==> src/rtl/fdd840_trkwr.sv <==
// 840 floppy write path: paces CPU-written bytes at the disk byte rate into tag+data track-RAM pairs.
// Optional: define FDD840_UNDERRUN_FILL_EN to pad underrun ticks with 0xAA instead of ending the write.
module fdd840_trkwr #(
    parameter int BYTE_PERIOD = 3200,
    parameter int TRACK_LEN   = 6464
) (
    input  logic        clk100,
    input  logic        res,
    input  logic        io_on,
    input  logic        rw,
    input  logic [3:0]  address,
    input  logic [7:0]  din,
    output logic [7:0]  dout,
    input  logic        wp,
    input  logic [7:0]  atrack,
    input  logic [12:0] head_pos,
    output logic [13:0] wr_addr,
    output logic [7:0]  wr_data,
    output logic        wr_en,
    output logic        flush_req,
    output logic [7:0]  flush_track,
    input  logic        flush_ack
);
    localparam int CW = (BYTE_PERIOD > 1) ? $clog2(BYTE_PERIOD) : 1;

    typedef enum logic [1:0] {ST_IDLE, ST_WRITE, ST_FLUSH} state_t;
    state_t state_reg, state_next;

    logic          armed_reg;
    logic [CW-1:0] tick_cnt_reg;
    logic [7:0]    hold_reg;
    logic          need_reg;
    logic          sync_pend_reg;
    logic          dirty_reg;
    logic          underrun_reg;
    logic          wp_prev_reg;
    logic [12:0]   pos_reg;
    logic [12:0]   base_reg;
    logic [7:0]    trk_l_reg;
    logic          pair_second_reg;
    logic [12:0]   pair_slot_reg;
    logic [7:0]    pair_tag_reg;

    logic        io_access, wr_access;
    logic        port5_wr, portb_wr, portc_wr;
    logic        hold_load, start;
    logic        tick, emit, underrun_tick, fill, underrun_end;
    logic        wp_rise, dirty_now;
    logic [12:0] slot;

    assign io_access     = io_on & armed_reg;
    assign wr_access     = io_access & ~rw;
    assign port5_wr      = wr_access && (address == 4'h5);
    assign portb_wr      = wr_access && (address == 4'hB);
    assign portc_wr      = wr_access && (address == 4'hC);
    assign hold_load     = port5_wr & ~wp;
    assign start         = hold_load && (state_reg == ST_IDLE);
    assign tick          = (state_reg == ST_WRITE) && (tick_cnt_reg == CW'(BYTE_PERIOD - 1));
    assign emit          = tick & ~need_reg;
    assign underrun_tick = tick & need_reg;
    assign wp_rise       = wp & ~wp_prev_reg;
    assign slot          = base_reg + pos_reg;

`ifdef FDD840_UNDERRUN_FILL_EN
    assign fill         = underrun_tick;
    assign underrun_end = 1'b0;
`else
    assign fill         = 1'b0;
    assign underrun_end = underrun_tick;
`endif

    // A byte emitted on the same edge as a stop request still counts as dirty data.
    assign dirty_now = dirty_reg | emit | fill;

    always_ff @(posedge clk100) begin
        if (res) state_reg <= ST_IDLE;
        else     state_reg <= state_next;
    end

    always_comb begin
        state_next = state_reg;
        case (state_reg)
            ST_IDLE: begin
                if (start) state_next = ST_WRITE;
            end
            ST_WRITE: begin
                if (atrack != trk_l_reg)
                    state_next = ST_FLUSH;
                else if (portc_wr || wp_rise || underrun_end)
                    state_next = dirty_now ? ST_FLUSH : ST_IDLE;
            end
            ST_FLUSH: begin
                if (flush_ack) state_next = ST_IDLE;
            end
            default: state_next = ST_IDLE;
        endcase
    end

    always_ff @(posedge clk100) begin
        if (res) begin
            armed_reg       <= 1'b1;
            tick_cnt_reg    <= '0;
            hold_reg        <= 8'h00;
            need_reg        <= 1'b1;
            sync_pend_reg   <= 1'b0;
            dirty_reg       <= 1'b0;
            underrun_reg    <= 1'b0;
            wp_prev_reg     <= 1'b0;
            pos_reg         <= '0;
            base_reg        <= '0;
            trk_l_reg       <= 8'h00;
            pair_second_reg <= 1'b0;
            pair_slot_reg   <= '0;
            pair_tag_reg    <= 8'h00;
            wr_en           <= 1'b0;
            wr_addr         <= '0;
            wr_data         <= 8'h00;
        end else begin
            wp_prev_reg <= wp;

            if (!io_on)         armed_reg <= 1'b1;
            else if (io_access) armed_reg <= 1'b0;

            if (start || state_reg != ST_WRITE || tick) tick_cnt_reg <= '0;
            else                                        tick_cnt_reg <= tick_cnt_reg + CW'(1);

            // A fresh byte wins over the tick that consumed the previous one.
            if (hold_load) begin
                hold_reg <= din;
                need_reg <= 1'b0;
            end else if (emit) begin
                need_reg <= 1'b1;
            end

            if (portb_wr)  sync_pend_reg <= 1'b1;
            else if (emit) sync_pend_reg <= 1'b0;

            if (state_reg == ST_FLUSH && flush_ack) dirty_reg <= 1'b0;
            else if (emit || fill)                  dirty_reg <= 1'b1;

            if (start)              underrun_reg <= 1'b0;
            else if (underrun_tick) underrun_reg <= 1'b1;

            if (start) begin
                pos_reg   <= head_pos;
                base_reg  <= {5'b00000, atrack[1:0], 6'b000000};
                trk_l_reg <= atrack;
            end else if (emit || fill) begin
                pos_reg <= (pos_reg == 13'(TRACK_LEN - 1)) ? 13'd0 : pos_reg + 13'd1;
            end

            // Data byte goes out the cycle after the tick, its tag the cycle after that.
            if (emit || fill) begin
                wr_en           <= 1'b1;
                wr_addr         <= {slot, 1'b0};
                wr_data         <= emit ? hold_reg : 8'hAA;
                pair_slot_reg   <= slot;
                pair_tag_reg    <= (emit && sync_pend_reg) ? 8'h01 : 8'h00;
                pair_second_reg <= 1'b1;
            end else if (pair_second_reg) begin
                wr_en           <= 1'b1;
                wr_addr         <= {pair_slot_reg, 1'b1};
                wr_data         <= pair_tag_reg;
                pair_second_reg <= 1'b0;
            end else begin
                wr_en <= 1'b0;
            end
        end
    end

    always_comb begin
        dout = 8'h00;
        if (io_on && rw && address == 4'h6)
            dout = {need_reg, (state_reg == ST_WRITE), underrun_reg, wp, 4'b0000};
    end

    assign flush_req   = (state_reg == ST_FLUSH);
    assign flush_track = trk_l_reg;

endmodule

==> config.mk <==
export PLATFORM = sky130hd
export DESIGN_NAME = fdd840_trkwr
export DESIGN_NICKNAME = d
export VERILOG_FILES = /design/src/rtl/fdd840_trkwr.sv
export SDC_FILE = /design/constraint.sdc
export NUM_CORES = 1
export LEC_CHECK = 0
export BUFFER_PORTS_ARGS = -buffer_cell sky130_fd_sc_hd__buf_4
export CORE_ASPECT_RATIO = 0.6
export CORE_MARGIN = 1.5
export CORE_UTILIZATION = 50
export DETAILED_ROUTE_END_ITERATION = 10
export GPL_ROUTABILITY_DRIVEN = 0
export GPL_TIMING_DRIVEN = 0
export PLACE_DENSITY_LB_ADDON = 0.12
export RECOVER_POWER = 25
export SLEW_MARGIN = 20
export SYNTH_ARGS = -nofsm -noshare
export SYNTH_HDL_FRONTEND = slang
export SYNTH_SLANG_ARGS = --single-unit
==> constraint.sdc <==
create_clock -name clk100 -period 3.2 [get_ports clk100]
set_clock_uncertainty 0.05 [all_clocks]
set_input_delay 0.16 -clock clk100 [delete_from_list [all_inputs] [get_ports clk100]]
set_output_delay 0.16 -clock clk100 [all_outputs]
set_load 0.02 [all_outputs]
==> run metrics <==
sequential area share after synthesis=0.438; maxcap violations=0; Pint=around 0.0019 W; Max Freq=between 0.3 and 0.4 GHz; Worst-Margin Slew=approximately 1100 ps; P_sw=between 0.0004 and 0.0005 W; Crit Path Max Fanout=10; max reg flops=14; effective utilization at floorplan=0.532; pwr dens=~470 nW/um2; # rows=24; Num CTS Buffers=9; largest cells by area after synthesis=dfxtp_1 44%, nand2_1 5.9%, nor2_1 5.8%, a21oi_1 5.2%, mux2i_1 3.5%; CTS tree=done; CP cell instances=ha_1 > nand2_1 > nor4_1 > and2_1 > buf_2 > buf_2 > nand2_1 > a21oi_1; top-area cell type share of the netlist area=0.438; final cell count without fillers=668; Die W=around 120 um; Ys Warns=0; fin crit share=0.884; first-pass GRT wire length=between 15 and 20 mm; status=complete, no violations; R2R Path End=pair_slot_reg[8]$_SDFFE_PP0P_; switch share=0.195; Antenna Nets Post-Route=0; Synth area leader=dfxtp_1; DRC Markers=0; number of synthesized flops with an enable pin=0; GR Overflow Total=0; relative slew slack=0.254; post-cts hold buffer count=2; Worst-path clk slew=roughly 60 ps; CP Class=reg -> reg; Port Buf Inserts=between 70 and 80; Vias/cell=about 5.5; Die Area=roughly 8500 um2; Via Count=between 3k and 4k; Global Route Usage Sum=0.252; Yosys cell types=53; post-cts resize count=0; asr flop ratio synth=0; DRT Pass-1 Iters=4; Worst VDD drop=between 0.0002 and 0.0003 V; Logic pwr share=0.042; largest net degree at the start of global routing=14; core area=7480 um2; CP Capture Point=pair_slot_reg[8]$_SDFFE_PP0P_; Worst setup startpoint=tick_cnt_reg[0]$_SDFF_PP0_; synthesized instance count=469; RSZ-0062 raised after global routing=no; setup TNS=0 ps; # setup viols final=0; WL/cell=between 15 and 20 um; DP HPWL=~7.3 mm; clock root buffer=clkbuf_16; IO Pins=79; FF+latch count, synth=87; Crit path largest cell delay=slightly above 900 ps; clock power share=0.487; Placed Cells incl. Taps=between 600 and 700; Synth Flop Type=dfxtp_1; initial DRC count=264; antenna diode count=0; worst-skew pair later-pin latency=about 340 ps; nets@finish=roughly 600; Mapped Area=roughly 4000 um2; r2r setup slk=roughly 370 ps; clk sink count=87; Slew Limit Fails=0; area growth from synthesis to layout=23.5%; Setup crit start kind=register; CP arrival=3040 ps; share of power burned in registers=0.471; reg-to-reg startpoint=tick_cnt_reg[0]$_SDFF_PP0_; Avg Cell Area, Syn=8.48 um2; H-tree Lvls=3; worst hold path type=in -> reg; CTS Buffer Depth=2; clock period minus worst slack=2830 ps; Worst path slowest cell=nor4_1; routed wire length=a little over 10 mm; share of layout cells above drive strength 1=0.151; static leakage=around 1.8 nW; Post-CTS Setup Inserts=0; initial antenna violation count=0; Critical Path RT=around 3400 ps; Hold Vio Cnt, Final=0; CP Capture Type=register; die extent in y=slightly above 70 um; HP Start=din[3]; number of global-route vias before repair=around 3.5k; R2R depth=8
[critical path: cells and delay by family, from the launching register on]
| family | cells | cell delay [ps] |
|---|---|---|
| AOI/OAI and AO/OA | 1 | 160 |
| adders and majority gates | 1 | 280 |
| and+or+nand+nor | 4 | 1400 |
| DFF | 1 | 400 |
| buffers and inverters | 2 | 460 |
[layout by cell type, fill, tap and decap left out, drive strengths merged, types with 2 or more instances in the layout]
cell type    netlist  layout
a31oi              4       4
mux2i             14      14
dlygate4sd3        0       2
conb               1       4
inv               10      10
nor3              18      18
o21a               2       2
a311oi             3       3
o21ai              6       6
buf               14      59
nand4b             2       2
a21oi             41      41
bufinv             0       2
xnor2             16      16
clkbuf            20      62
ha                 4       4
nor2              62      62
or4                2       2
mux2               7       7
xor2              11      11
nand2b             5       5
o2bb2ai            2       2
nand2             63      63
and3               2       2
nand4              8       8
a21boi             2       2
and2               4       4
a211oi            14      14
nor4               2       2
nor2b              5       5
dfxtp             87      87
nand3b             8       8
nand3             13      13
nand4bb            3       3
[power groups by stage]
stage	Combinational [W]	Sequential (W)	Clock [W]
after global placement	0.0000928	0.00111	0
after detailed placement	0.0000944	0.00111	0
final	0.0000961	0.00109	0.00113
after global routing	0.000103	0.00109	0.00119
after CTS	0.0000969	0.00109	0.00114
after floorplan	0.0000389	0.00111	0
[metrics by stage]
step / util / hold WS, ps / instance area [um2] / power [W] / worst slack, ps
6_report: 0.657 / 4.84 / 4910 / 0.00231 / 373
3_5_place_dp: 0.625 / 323 / 4670 / 0.00121 / 531
5_1_grt: 0.657 / 4.21 / 4910 / 0.00238 / 287
4_1_cts: 0.671 / 0.454 / 5020 / 0.00233 / 513
3_3_place_gp: 0.625 / 307 / 4670 / 0.00121 / 557
2_1_floorplan: - / 184 / 3990 / 0.00115 / 1120
[routing by layer]
| layer | wire, um | GRT usage | vias up |
|---|---|---|---|
| li1 | - | - | 1793 |
| met1 | 4770 | 0.344 | 1730 |
| met2 | 4380 | 0.394 | 149 |
| met3 | 830 | 0.0653 | 11 |
| met4 | 106 | 0.0813 | 0 |
| met5 | 0 | 0 | - |
[worst min path at each step]
stage | to | slack [ps] | cells past startpoint
4_1_cts | hold_reg[7]$_SDFFE_PP0P_ | 0.5 | 3
5_1_grt | hold_reg[7]$_SDFFE_PP0P_ | 4 | 3
6_report | hold_reg[3]$_SDFFE_PP0P_ | 5 | 3
3_3_place_gp | armed_reg$_SDFFE_PP1N_ | 310 | 2
3_5_place_dp | armed_reg$_SDFFE_PP1N_ | 320 | 2
2_1_floorplan | armed_reg$_SDFFE_PP1N_ | 180 | 1
[cells in the mapped netlist, types with 2 or more instances]
cell	count
a211oi_1	13
a21boi_0	2
a21oi_1	41
a311oi_1	3
a31oi_1	4
and2_1	4
and3_1	2
buf_2	6
buf_4	5
buf_6	2
clkbuf_1	20
dfxtp_1	87
ha_1	4
inv_1	10
mux2_2	7
mux2i_1	14
nand2_1	63
nand2b_1	5
nand3_1	13
nand3b_1	8
nand4_1	8
nand4b_1	2
nand4bb_1	3
nor2_1	61
nor2b_1	5
nor3_1	16
nor3_2	2
o21a_1	2
o21ai_0	6
o2bb2ai_1	2
or4_1	2
xnor2_1	16
xor2_1	11
[cells by family (layout without fill, tap and decap cells)]
kind of cell	Yosys count	in the layout	synth area share
other	1	4	0.000943
and+or+nand+nor	202	202	0.247
buffers and inverters	44	136	0.0519
muxes	21	21	0.0551
xor gates and xnor gates	27	27	0.0595
adders and majority gates	5	5	0.0176
DFF	87	87	0.438
AOI/OAI and AO/OA	82	82	0.130
[area by class of cell]
class | instances | area [um2]
buffer | 34 | 169
clock buffer | 13 | 260
clock inverter | 3 | 65.1
fill | 690 | 2570
inverter | 10 | 37.5
multi-input combinational | 341 | 2040
sequential | 87 | 1740
tap | 104 | 130
timing repair buffer | 76 | 467
No activity file was read; power rests on OpenSTA's default activity.
